### config.mk
export PLATFORM = sky130hd
export DESIGN_NAME = maze_player
export DESIGN_NICKNAME = d
export VERILOG_FILES = /design/src/rtl/maze_player.sv
export SDC_FILE = /design/constraint.sdc
export NUM_CORES = 1
export LEC_CHECK = 0
export CORE_AREA = 4 4 81 83
export CTS_CLUSTER_DIAMETER = 40
export DETAILED_ROUTE_END_ITERATION = 8
export DIE_AREA = 0 0 85 87
export GPL_TIMING_DRIVEN = 0
export PLACE_DENSITY = 0.77
export SLEW_MARGIN = 20
export SYNTH_ARGS = -nofsm -noshare
export SYNTH_HDL_FRONTEND = slang
export SYNTH_SLANG_ARGS = --single-unit
### constraint.sdc
create_clock -name clock -period 4.3 [get_ports clock]
set_clock_uncertainty 0.2 [all_clocks]
set_input_delay 0.86 -clock clock [delete_from_list [all_inputs] [get_ports clock]]
set_output_delay 0.86 -clock clock [all_outputs]
set_load 0.05 [all_outputs]
### src/rtl/maze_player.sv
// maze_player: steps a player through a generated maze read back from the maze RAM.
// Define MAZE_PLAYER_MOVE_COUNT_EN to enable the saturating successful-move counter.
module maze_player #(
  parameter int WIDTH        = 30,
  parameter int HEIGHT       = 40,
  parameter int READ_LATENCY = 2
) (
  input  logic        clock,
  input  logic        reset,
  input  logic        maze_ready,
  input  logic        move_valid,
  input  logic [1:0]  move_dir,
  output logic        move_ready,
  output logic [10:0] maze_address,
  input  logic        maze_address_data,
  output logic [5:0]  player_x,
  output logic [5:0]  player_y,
  output logic        bump,
  output logic        win,
  output logic [15:0] move_count
);

  localparam logic [5:0]  X_MAX      = 6'(WIDTH - 1);
  localparam logic [5:0]  Y_MAX      = 6'(HEIGHT - 1);
  localparam logic [10:0] ROW_STRIDE = 11'(WIDTH);
  localparam logic [1:0]  LAT_LAST   = 2'(READ_LATENCY - 2);

  localparam logic [1:0] DIR_UP    = 2'd0;
  localparam logic [1:0] DIR_RIGHT = 2'd1;
  localparam logic [1:0] DIR_DOWN  = 2'd2;

  typedef enum logic [2:0] {IDLE, READY, CHECK, READ, DECIDE, WON} state_t;

  state_t     state_reg, state_next;
  logic [5:0] x_reg, x_next, y_reg, y_next;
  logic [5:0] tx_reg, tx_next, ty_reg, ty_next;
  logic [1:0] dir_reg, dir_next;
  logic [1:0] lat_reg, lat_next;
  logic       bump_reg, bump_next;
  logic       out_of_bounds;

  always_ff @(posedge clock or posedge reset) begin
    if (reset) begin
      state_reg <= IDLE;
      x_reg     <= 6'd0;
      y_reg     <= 6'd0;
      tx_reg    <= 6'd0;
      ty_reg    <= 6'd0;
      dir_reg   <= 2'd0;
      lat_reg   <= 2'd0;
      bump_reg  <= 1'b0;
    end else begin
      state_reg <= state_next;
      x_reg     <= x_next;
      y_reg     <= y_next;
      tx_reg    <= tx_next;
      ty_reg    <= ty_next;
      dir_reg   <= dir_next;
      lat_reg   <= lat_next;
      bump_reg  <= bump_next;
    end
  end

  // Edge test on the unchanged position, so no coordinate is ever stepped past a border.
  always_comb begin
    out_of_bounds = 1'b0;
    case (dir_reg)
      DIR_UP:    out_of_bounds = (y_reg == 6'd0);
      DIR_RIGHT: out_of_bounds = (x_reg == X_MAX);
      DIR_DOWN:  out_of_bounds = (y_reg == Y_MAX);
      default:   out_of_bounds = (x_reg == 6'd0);
    endcase
  end

  always_comb begin
    state_next = state_reg;
    x_next     = x_reg;
    y_next     = y_reg;
    tx_next    = tx_reg;
    ty_next    = ty_reg;
    dir_next   = dir_reg;
    lat_next   = lat_reg;
    bump_next  = 1'b0;
    case (state_reg)
      IDLE: begin
        if (maze_ready) state_next = READY;
      end
      READY: begin
        if (move_valid) begin
          dir_next   = move_dir;
          state_next = CHECK;
          // An edge-bound request leaves the target on the current tile.
          case (move_dir)
            DIR_UP:    if (y_reg != 6'd0)  ty_next = y_reg - 6'd1;
            DIR_RIGHT: if (x_reg != X_MAX) tx_next = x_reg + 6'd1;
            DIR_DOWN:  if (y_reg != Y_MAX) ty_next = y_reg + 6'd1;
            default:   if (x_reg != 6'd0)  tx_next = x_reg - 6'd1;
          endcase
        end
      end
      CHECK: begin
        if (out_of_bounds) begin
          bump_next  = 1'b1;
          state_next = READY;
        end else begin
          lat_next   = 2'd0;
          state_next = (READ_LATENCY > 1) ? READ : DECIDE;
        end
      end
      READ: begin
        if (lat_reg == LAT_LAST) state_next = DECIDE;
        else                     lat_next   = lat_reg + 2'd1;
      end
      DECIDE: begin
        if (!maze_address_data) begin
          x_next     = tx_reg;
          y_next     = ty_reg;
          state_next = (ty_reg == Y_MAX) ? WON : READY;
        end else begin
          bump_next  = 1'b1;
          tx_next    = x_reg;
          ty_next    = y_reg;
          state_next = READY;
        end
      end
      WON: begin
        state_next = WON;
      end
      default: state_next = IDLE;
    endcase
  end

  assign maze_address = ({5'd0, ty_reg} * ROW_STRIDE) + {5'd0, tx_reg};
  assign move_ready   = (state_reg == READY);
  assign win          = (state_reg == WON);
  assign bump         = bump_reg;
  assign player_x     = x_reg;
  assign player_y     = y_reg;

`ifdef MAZE_PLAYER_MOVE_COUNT_EN
  logic [15:0] count_reg, count_next;
  logic        count_inc;

  assign count_inc = (state_reg == DECIDE) && !maze_address_data;

  always_comb begin
    count_next = count_reg;
    if (count_inc && (count_reg != 16'hFFFF)) count_next = count_reg + 16'd1;
  end

  always_ff @(posedge clock or posedge reset) begin
    if (reset) count_reg <= 16'd0;
    else       count_reg <= count_next;
  end

  assign move_count = count_reg;
`else
  assign move_count = 16'd0;
`endif

endmodule

==> flow_metrics.env, run 1 <==
export IMPL_finalCriticalPeriod_ns=4.81
export IMPL_final_util_pct=62.4
export IMPL_gp_congestion=0.811
export IMPL_io_pins=49
export IMPL_synth_cell_types=45
export IMPL_power_share_clock_pct=43.1
export IMPL_swShare_pct=25.3
export IMPL_nNetsFinal=416
export IMPL_area_growth_pct=29.4
export IMPL_cts_buffer_depth=2
export IMPL_pwr_share_comb_pct=11.4
export IMPL_drive_gt1_share_pct=22.2
export IMPL_ys_ff_latch=32
export IMPL_htreeDepth=2
export IMPL_cp_arrival_ns=3.75
export IMPL_p_leak_nw=1.80
export IMPL_clock_sinks=32
export IMPL_synth_area_mm2=0.00282
export IMPL_hp_class="reg -> reg"
export IMPL_io_buffers=32
export IMPL_status="complete, but fails checks"
export IMPL_layout_commonest_cell="nor2_1"
export IMPL_wl_um=6270
export IMPL_grt_pass1_vias=2369
export IMPL_internal_power_mw=0.496
export IMPL_cts_root_buffer="clkbuf_8"
export IMPL_drt_pass1_iter_count=4
export IMPL_seqPwrFrac_pct=45.5
export IMPL_initial_core_util_pct=48.3
export IMPL_synthCells=305
export IMPL_required_ns=3.24
export IMPL_cts_tree="done"
export IMPL_synth_avg_cell_area_um2=9.26
export IMPL_finalHoldViolations=0
export IMPL_vias_per_cell=5.22
export IMPL_diodes=0
export IMPL_failed_checks="negative setup slack"
export IMPL_grt_pass1_wl_um=10700
export IMPL_setup_violations=6
export IMPL_tightest_slew_ns=0.693
export IMPL_die_x_um=85
export IMPL_place_ws_ns=-1.02
export IMPL_dpl_hpwl_um=4750
export IMPL_die_area_mm2=0.00740
export IMPL_synthFlopType="dfrtp_1"
export IMPL_core_mm2=0.00585
export IMPL_worstSkewPairLatency_ns=0.29
export IMPL_overflow=0
export IMPL_antenna_found_initial=0
export IMPL_seq_area_frac_synth_pct=28.4
export IMPL_layout_common_cells="nor2_1 (33), dfrtp_1 (30), ha_1 (27), buf_4 (26), clkdlybuf4s50_1 (25)"
export IMPL_grt_max_degree=33
export IMPL_switchingPower_mw=0.168
export IMPL_async_flop_share_pct=100
export IMPL_ir_drop_uv=141
export IMPL_synth_edf_count=0
export IMPL_path_clk_slew_ns=0.07
export IMPL_cp_end_kind="primary output"
export IMPL_gr_usage_all_layers_pct=17.8
export IMPL_routedWlPerCell_um=14.1
export IMPL_rows=28
export IMPL_drc=0
export IMPL_die_height_um=87
export IMPL_start_kind="flip-flop"
export IMPL_critPathMaxFanout=4
export IMPL_timing_final_crit_share_pct=112
export IMPL_rsz0062_at_grt="yes"
export IMPL_ant_nets=0
export IMPL_critPathKind="reg -> out"
export IMPL_synth_warnings=0
export IMPL_cellPowerDensity_mw_per_mm2=182
export IMPL_drv_slew=0
export IMPL_fmax_mhz=208
export IMPL_cts_inserted_buffers=5
export IMPL_slew_headroom_pct=53.7
export IMPL_num_vias=2324
export IMPL_drt_initial_drc_count=71
export IMPL_timing_final_ws_setup_ns=-0.508
export IMPL_cap_violations=0
## worst paths after layout
kind,from,end,slack [ns],cells past startpoint
max in group asynchronous,reset,ty_reg[0],2.61,2
setup reg to reg,state_reg[1],player_y[1],2.10,5
setup / recovery,ty_reg[2],maze_address[10],-0.51,13
min in group asynchronous,reset,state_reg[0],0.80,2
hold reg to reg,dir_reg[0],dir_reg[0],0.30,2
hold / removal,dir_reg[0],dir_reg[0],0.30,2
## kinds of logic (layout without fill, tap and decap cells)
logic type	Yosys count	count (layout)	share of synthesized area [%]
multiplexers	13	13	5.54
other	1	16	0.133
flip-flops	32	32	28.4
adder cells (fa/ha/maj)	40	40	20.9
buffers and inverters	47	97	8.60
XOR/XNOR	18	18	5.58
AND/OR/NAND/NOR	85	85	14.4
AO/OA/AOI/OAI	69	69	16.4
## area by class of cell
class	count	area, um2
sequential	32	803
tap	75	93.8
multi-input combinational	241	1990
fill	504	2200
buffer	20	141
inverter	27	101
clock buffer	6	72.6
timing repair buffer	42	412
clock inverter	2	35.0
## cells in the mapped netlist, types with 10 or more instances
master | count | area, um2
buf_4 | 17 | 128
xnor2_1 | 11 | 96.3
nand2_1 | 18 | 67.6
mux2_2 | 11 | 124
inv_1 | 27 | 101
nor2_1 | 34 | 128
a21oi_1 | 17 | 85.1
ha_1 | 28 | 350
dfrtp_1 | 32 | 801
o22ai_1 | 10 | 62.6
fa_1 | 12 | 240
## power by group through the flow
stage | logic [mW] | clock network [mW] | registers [mW]
3_5_place_dp | 0.0753 | 0 | 0.308
2_1_floorplan | 0.0609 | 0 | 0.309
6_report | 0.0761 | 0.286 | 0.302
4_1_cts | 0.0758 | 0.288 | 0.302
3_3_place_gp | 0.0743 | 0 | 0.308
5_1_grt | 0.0817 | 0.302 | 0.302
## per-stage QoR
stage	cells	instance area [um2]	total power [mW]	hold slack, ns	TNS, ns
final	445	3650	0.665	0.298	-2.06
after global routing	445	3650	0.686	0.324	-2.87
after CTS	444	3610	0.666	0.288	-1.67
after detailed placement	427	3390	0.383	0.273	-4.57
after global placement	427	3390	0.382	0.269	-4.01
after floorplan	320	2980	0.370	0.254	-0.626
## timing repair
item / CTS / global route
setup endpoints to repair: 7 / 7
buffers inserted: 9 / 2
hold buffers: 0 / 0
resized for setup: 58 / 11
pin swaps: 11 / 10
gates cloned: 0 / 0
## worst max-delay path, cell delays in order, from the launching register on
cell	delay, ns
dfrtp_2	0.44
fa_1	0.54
fa_1	0.57
inv_2	0.04
fa_1	0.49
inv_2	0.05
ha_4	0.27
o21ai_2	0.05
o21bai_1	0.17
a21oi_2	0.10
nor3b_2	0.23
nand3_2	0.16
xor2_4	0.18
buf_6	0.16
## layer usage
metal,share of wire (%),wire [um],track usage [%],vias to the layer above
li1,-,-,-,1160
met1,42,2630,21.5,1110
met2,53,3330,32.4,45
met3,3.9,242,3.50,9
met4,1.1,69,4.32,0
met5,0,0,0,-
Power figures use the tool's default switching activity.
==> run 2: changes to the inputs <==
--- a/config.mk
+++ b/config.mk
@@ -5,10 +5,10 @@
 export SDC_FILE = /design/constraint.sdc
 export NUM_CORES = 1
 export LEC_CHECK = 0
-export CORE_AREA = 4 4 81 83
+export CORE_AREA = 5 5 82 84
 export CTS_CLUSTER_DIAMETER = 40
 export DETAILED_ROUTE_END_ITERATION = 8
-export DIE_AREA = 0 0 85 87
+export DIE_AREA = 0 0 87 89
 export GPL_TIMING_DRIVEN = 0
 export PLACE_DENSITY = 0.77
 export SLEW_MARGIN = 20
==> run 2 against run 1 <==
Effect of this change:
- the flow still finishes with violations (negative setup slack)
- register-to-register slack barely moved
- critical path depth did not move
- routed wire length fell by 1.7%
- die area grew 4.7%
- sequential share of layout area is essentially flat
- design area unchanged
- critical endpoint is now maze_address[9]
- global-route usage decreased by 0.57 points
- sequential power about the same
- maximum frequency up 1.3%
==> flow_metrics.env, run 2 (synthesis gave the netlist of run 1 again) <==
export IMPL_die_height_um=89
export IMPL_finalHoldViolations=0
export IMPL_status="complete, but fails checks"
export IMPL_gp_congestion=0.810
export IMPL_cts_inserted_buffers=5
export IMPL_worstSkewPairLatency_ns=0.29
export IMPL_hp_class="reg -> reg"
export IMPL_fmax_mhz=211
export IMPL_drt_pass1_iter_count=5
export IMPL_cp_end_kind="primary output"
export IMPL_rsz0062_at_grt="yes"
export IMPL_final_cell_area_mm2=0.00365
export IMPL_dpl_hpwl_um=4660
export IMPL_cellPowerDensity_mw_per_mm2=184
export IMPL_ir_drop_uv=218
export IMPL_cts_buffer_depth=2
export IMPL_tightest_slew_ns=0.665
export IMPL_critPathMaxFanout=4
export IMPL_grt_max_degree=33
export IMPL_layout_common_cells="nor2_1 (33), dfrtp_1 (29), ha_1 (27), buf_4 (25), clkdlybuf4s50_1 (25)"
export IMPL_r2r_start="player_y[1]"
export IMPL_hp_start="dir_reg[0]"
export IMPL_critPathKind="reg -> out"
export IMPL_drc=0
export IMPL_nFillCells=508
export IMPL_nNetsFinal=415
export IMPL_clock_sinks=32
export IMPL_start_kind="flip-flop"
export IMPL_grt_pass1_wl_um=10500
export IMPL_drive_gt1_share_pct=22.0
export IMPL_finalCriticalPeriod_ns=4.75
export IMPL_setup_violations=6
export IMPL_rows=28
export IMPL_wl_um=6170
export IMPL_antenna_found_initial=0
export IMPL_path_clk_slew_ns=0.07
export IMPL_vias_per_cell=5.20
export IMPL_required_ns=3.24
export IMPL_io_buffers=32
export IMPL_power_mw=0.671
export IMPL_drt_initial_drc_count=72
export IMPL_diodes=0
export IMPL_overflow=0
export IMPL_hold_buffers=0
export IMPL_gr_usage_all_layers_pct=17.2
export IMPL_cts_tree="done"
export IMPL_die_area_mm2=0.00774
export IMPL_timing_final_crit_share_pct=110
export IMPL_cts_root_buffer="clkbuf_8"
export IMPL_initial_core_util_pct=48.3
export IMPL_cp_arrival_ns=3.69
export IMPL_ant_nets=0
export IMPL_area_growth_pct=29.4
export IMPL_failed_checks="negative setup slack"
export IMPL_slew_headroom_pct=55.6
export IMPL_routedWlPerCell_um=13.9
export IMPL_cp_startpoint="ty_reg[1]"
export IMPL_io_pins=49
export IMPL_layout_commonest_cell="nor2_1"
export IMPL_grt_pass1_vias=2291
export IMPL_num_vias=2307
export IMPL_p_leak_nw=1.79
export IMPL_cap_violations=0
export IMPL_timing_final_ws_setup_ns=-0.448
export IMPL_die_x_um=87
export IMPL_placed_area_mm2=0.00339
export IMPL_htreeDepth=2
export IMPL_core_mm2=0.00585
export IMPL_drv_slew=0
[run 2: cell count changes in the layout (fill, tap and decap cells not counted), sizes merged]
cell | previous run | this run
buf | 36 | 34
clkinvlp | 0 | 1
[run 2: what timing repair did]
| action | 4_1_cts | 5_1_grt |
|---|---|---|
| endpoints found under the hold margin | 0 | 0 |
| endpoints found under the setup margin | 7 | 7 |
| resized for setup | 59 | 9 |
| buffers inserted | 7 | 2 |
| pin swaps | 10 | 10 |
[run 2: final timing paths]
kind | to | slack [ns] | cells after the start
max in group asynchronous | ty_reg[2] | 2.65 | 2
min in group asynchronous | player_y[3] | 0.78 | 2
worst max-delay path | maze_address[9] | -0.45 | 13
worst min register to register | dir_reg[0] | 0.32 | 2
worst max register to register | ty_reg[5] | 2.09 | 7
worst min-delay path | dir_reg[0] | 0.32 | 2
[run 2: layout make-up]
type                       count  area (um2)  area share (%)
multi-input combinational    241        2000            54.8
sequential                    32         805            22.0
timing repair buffer          41         400            11.0
buffer                        20         141            3.87
inverter                      27         101            2.77
tap                           75        93.8            2.57
clock buffer                   5        68.8            1.88
clock inverter                 3        42.5            1.16
[run 2: power breakdown]
group          internal (mW)  switching [mW]
registers              0.301        0.000794
logic                 0.0231          0.0530
clock network          0.171           0.122
total                  0.496           0.175
[run 2: critical path: stages (launching register included)]
cell and delay [ns]:
dfrtp_1 0.42, fa_1 0.52, fa_1 0.52, inv_1 0.05
fa_1 0.49, inv_2 0.05, ha_4 0.23, buf_4 0.13
nor2b_4 0.12, o21a_1 0.22, o21a_4 0.25, nand3_4 0.10
xnor2_4 0.12, buf_6 0.17
[run 2: metrics by stage]
| stage | utilization [%] | setup WS (ns) | std cells | hold WS (ns) | setup TNS, ns |
|---|---|---|---|---|---|
| finish | 62.4 | -0.448 | 444 | 0.324 | -1.79 |
| CTS | 61.9 | -0.495 | 442 | 0.326 | -1.72 |
| global route | 62.4 | -0.606 | 444 | 0.354 | -2.64 |
| detailed placement | 58.0 | -0.953 | 427 | 0.310 | -4.22 |
| global placement | 58.0 | -0.943 | 427 | 0.268 | -4.03 |
| floorplan | - | -0.199 | 320 | 0.254 | -0.626 |
[run 2: metal layers]
| layer | share of wire (%) | wire [um] | global-route usage [%] |
|---|---|---|---|
| met1 | 44 | 2690 | 21.2 |
| met2 | 50 | 3110 | 30.2 |
| met3 | 4.6 | 282 | 3.50 |
| met4 | 1.3 | 81 | 5.67 |
| met5 | 0 | 0 | 0 |
==> run 3: changes to the inputs <==
--- a/config.mk
+++ b/config.mk
@@ -10,7 +10,7 @@
 export DETAILED_ROUTE_END_ITERATION = 8
 export DIE_AREA = 0 0 87 89
 export GPL_TIMING_DRIVEN = 0
-export PLACE_DENSITY = 0.77
+export PLACE_DENSITY = 0.75
 export SLEW_MARGIN = 20
 export SYNTH_ARGS = -nofsm -noshare
 export SYNTH_HDL_FRONTEND = slang
==> run 3 against run 2 <==
Effect of this change:
- the run still ends with negative setup slack left
- design area rose by 0.17%
- sequential share of layout area barely moved
- sequential cell count did not move
- hold slack got worse by 0.031 ns
- highest routed layer unchanged
- global-route usage fell by 0.40 points
- clock-buffer cell count rose by 1
- non-clock buffer count rose by 1
- clock power fell by 3%
- critical path type unchanged
- routed wire length rose by 0.13%
==> flow_metrics.env, run 3 (synthesis gave the netlist of run 1 again) <==
export IMPL_status="complete, but fails checks"
export IMPL_failed_checks="negative setup slack"
export IMPL_gr_usage_all_layers_pct=16.8
export IMPL_finalHoldViolations=0
export IMPL_timing_final_ws_setup_ns=-0.409
export IMPL_cellPowerDensity_mw_per_mm2=181
export IMPL_switchingPower_mw=0.164
export IMPL_ant_nets=0
export IMPL_cp_end_kind="primary output"
export IMPL_timing_final_crit_share_pct=110
export IMPL_htreeDepth=2
export IMPL_gp_congestion=0.789
export IMPL_final_cell_count_no_fill=445
export IMPL_dpl_hpwl_um=4720
export IMPL_place_inst=427
export IMPL_nNetsFinal=416
export IMPL_io_pins=49
export IMPL_layout_common_cells="nor2_1 (33), dfrtp_1 (29), ha_1 (27), buf_4 (25), clkdlybuf4s50_1 (25)"
export IMPL_slowest_stage="fa_1"
export IMPL_critPathMaxStageDelay_ns=0.52
export IMPL_drv_slew=0
export IMPL_power_share_clock_pct=42.8
export IMPL_cts_root_buffer="clkbuf_8"
export IMPL_swShare_pct=24.9
export IMPL_cp_arrival_ns=3.65
export IMPL_antenna_found_initial=0
export IMPL_cts_inserted_buffers=5
export IMPL_place_ws_ns=-0.977
export IMPL_start_kind="flip-flop"
export IMPL_num_vias=2320
export IMPL_grt_pass1_wl_um=10300
export IMPL_vias_per_cell=5.21
export IMPL_power_mw=0.661
export IMPL_area_growth_pct=29.6
export IMPL_crit_top_cell="fa_1"
export IMPL_required_ns=3.24
export IMPL_worstPathCellList="fa_1 -> fa_1 -> inv_1 -> fa_1 -> inv_2 -> ha_4 -> nor2b_4 -> o21a_1 -> buf_6 -> o21a_4 -> nand3_4 -> xnor2_4 -> buf_6"
export IMPL_setup_violations=6
export IMPL_cts_buffer_depth=2
export IMPL_wl_um=6180
export IMPL_tightest_slew_ns=0.662
export IMPL_core_mm2=0.00585
export IMPL_setup_tns_ns=-1.66
export IMPL_diodes=0
export IMPL_worstSkewPairLatency_ns=0.28
export IMPL_grt_max_degree=33
export IMPL_cap_violations=0
export IMPL_finalCriticalPeriod_ns=4.71
export IMPL_drive_gt1_share_pct=22.7
export IMPL_drc=0
export IMPL_ir_drop_uv=175
export IMPL_hp_class="reg -> reg"
export IMPL_grt_pass1_vias=2289
export IMPL_pwr_share_comb_pct=11.5
export IMPL_slew_headroom_pct=55.8
export IMPL_hold_slack_ns=0.293
export IMPL_routedWlPerCell_um=13.9
export IMPL_final_util_pct=62.6
export IMPL_path_clk_slew_ns=0.07
export IMPL_rows=28
export IMPL_critPathKind="reg -> out"
export IMPL_overflow=0
export IMPL_drt_pass1_iter_count=4
export IMPL_final_cell_area_mm2=0.00366
export IMPL_initial_core_util_pct=48.3
export IMPL_cts_tree="done"
export IMPL_die_area_mm2=0.00774
export IMPL_fmax_mhz=212
export IMPL_placed_area_mm2=0.00339
export IMPL_die_x_um=87
export IMPL_layout_commonest_cell="nor2_1"
export IMPL_p_leak_nw=1.80
export IMPL_drt_initial_drc_count=77
export IMPL_clock_sinks=32
export IMPL_rsz0062_at_grt="yes"
export IMPL_die_height_um=89
export IMPL_internal_power_mw=0.496
export IMPL_critPathMaxFanout=5
export IMPL_seqPwrFrac_pct=45.7
export IMPL_io_buffers=32
## run 3: repair_timing
item | in CTS | in global routing
pin swaps | 9 | 4
gates resized for setup | 59 | 12
hold buffers | 0 | 0
gates cloned | 0 | 0
setup endpoints to repair | 7 | 7
setup buffers | 9 | 2
## run 3: power by group through the flow
stage / logic [mW] / registers (mW) / clock network, mW
detailed placement: 0.0757 / 0.308 / 0
global route: 0.0815 / 0.302 / 0.303
global placement: 0.0745 / 0.308 / 0
floorplan: 0.0609 / 0.309 / 0
finish: 0.0757 / 0.302 / 0.283
CTS: 0.0758 / 0.302 / 0.291
## run 3: worst max-delay path: cells and delay by family (launching register included)
| family | cells | cell delay (ns) |
|---|---|---|
| adders and majority gates | 4 | 1.73 |
| buffers and inverters | 4 | 0.40 |
| AOI/OAI and AO/OA | 2 | 0.44 |
| xor gates and xnor gates | 1 | 0.11 |
| DFF | 1 | 0.45 |
| and+or+nand+nor | 2 | 0.23 |
## run 3: final timing paths
check	depth (start not counted)	to	from	slack, ns
hold reg to reg	2	dir_reg[0]	dir_reg[0]	0.29
setup reg to reg	5	player_y[3]	state_reg[1]	2.07
min in group asynchronous	2	ty_reg[1]	reset	0.79
max in group asynchronous	2	ty_reg[0]	reset	2.64
setup / recovery	13	maze_address[9]	ty_reg[2]	-0.41
hold / removal	2	dir_reg[0]	dir_reg[0]	0.29
## run 3: layout make-up
type,count,area [um2]
clock buffer,6,72.6
buffer,20,141
tap,75,93.8
fill,511,2190
inverter,27,101
multi-input combinational,241,2000
timing repair buffer,42,412
sequential,32,805
clock inverter,2,35.0
## run 3: metal layers
| metal | wire length [um] | vias to the layer above | GRT usage (%) |
|---|---|---|---|
| met5 | 0 | - | 0 |
| met4 | 88 | 0 | 5.52 |
| met3 | 263 | 7 | 3.32 |
| met2 | 3120 | 46 | 30.3 |
| met1 | 2710 | 1103 | 20.1 |
| li1 | - | 1164 | - |
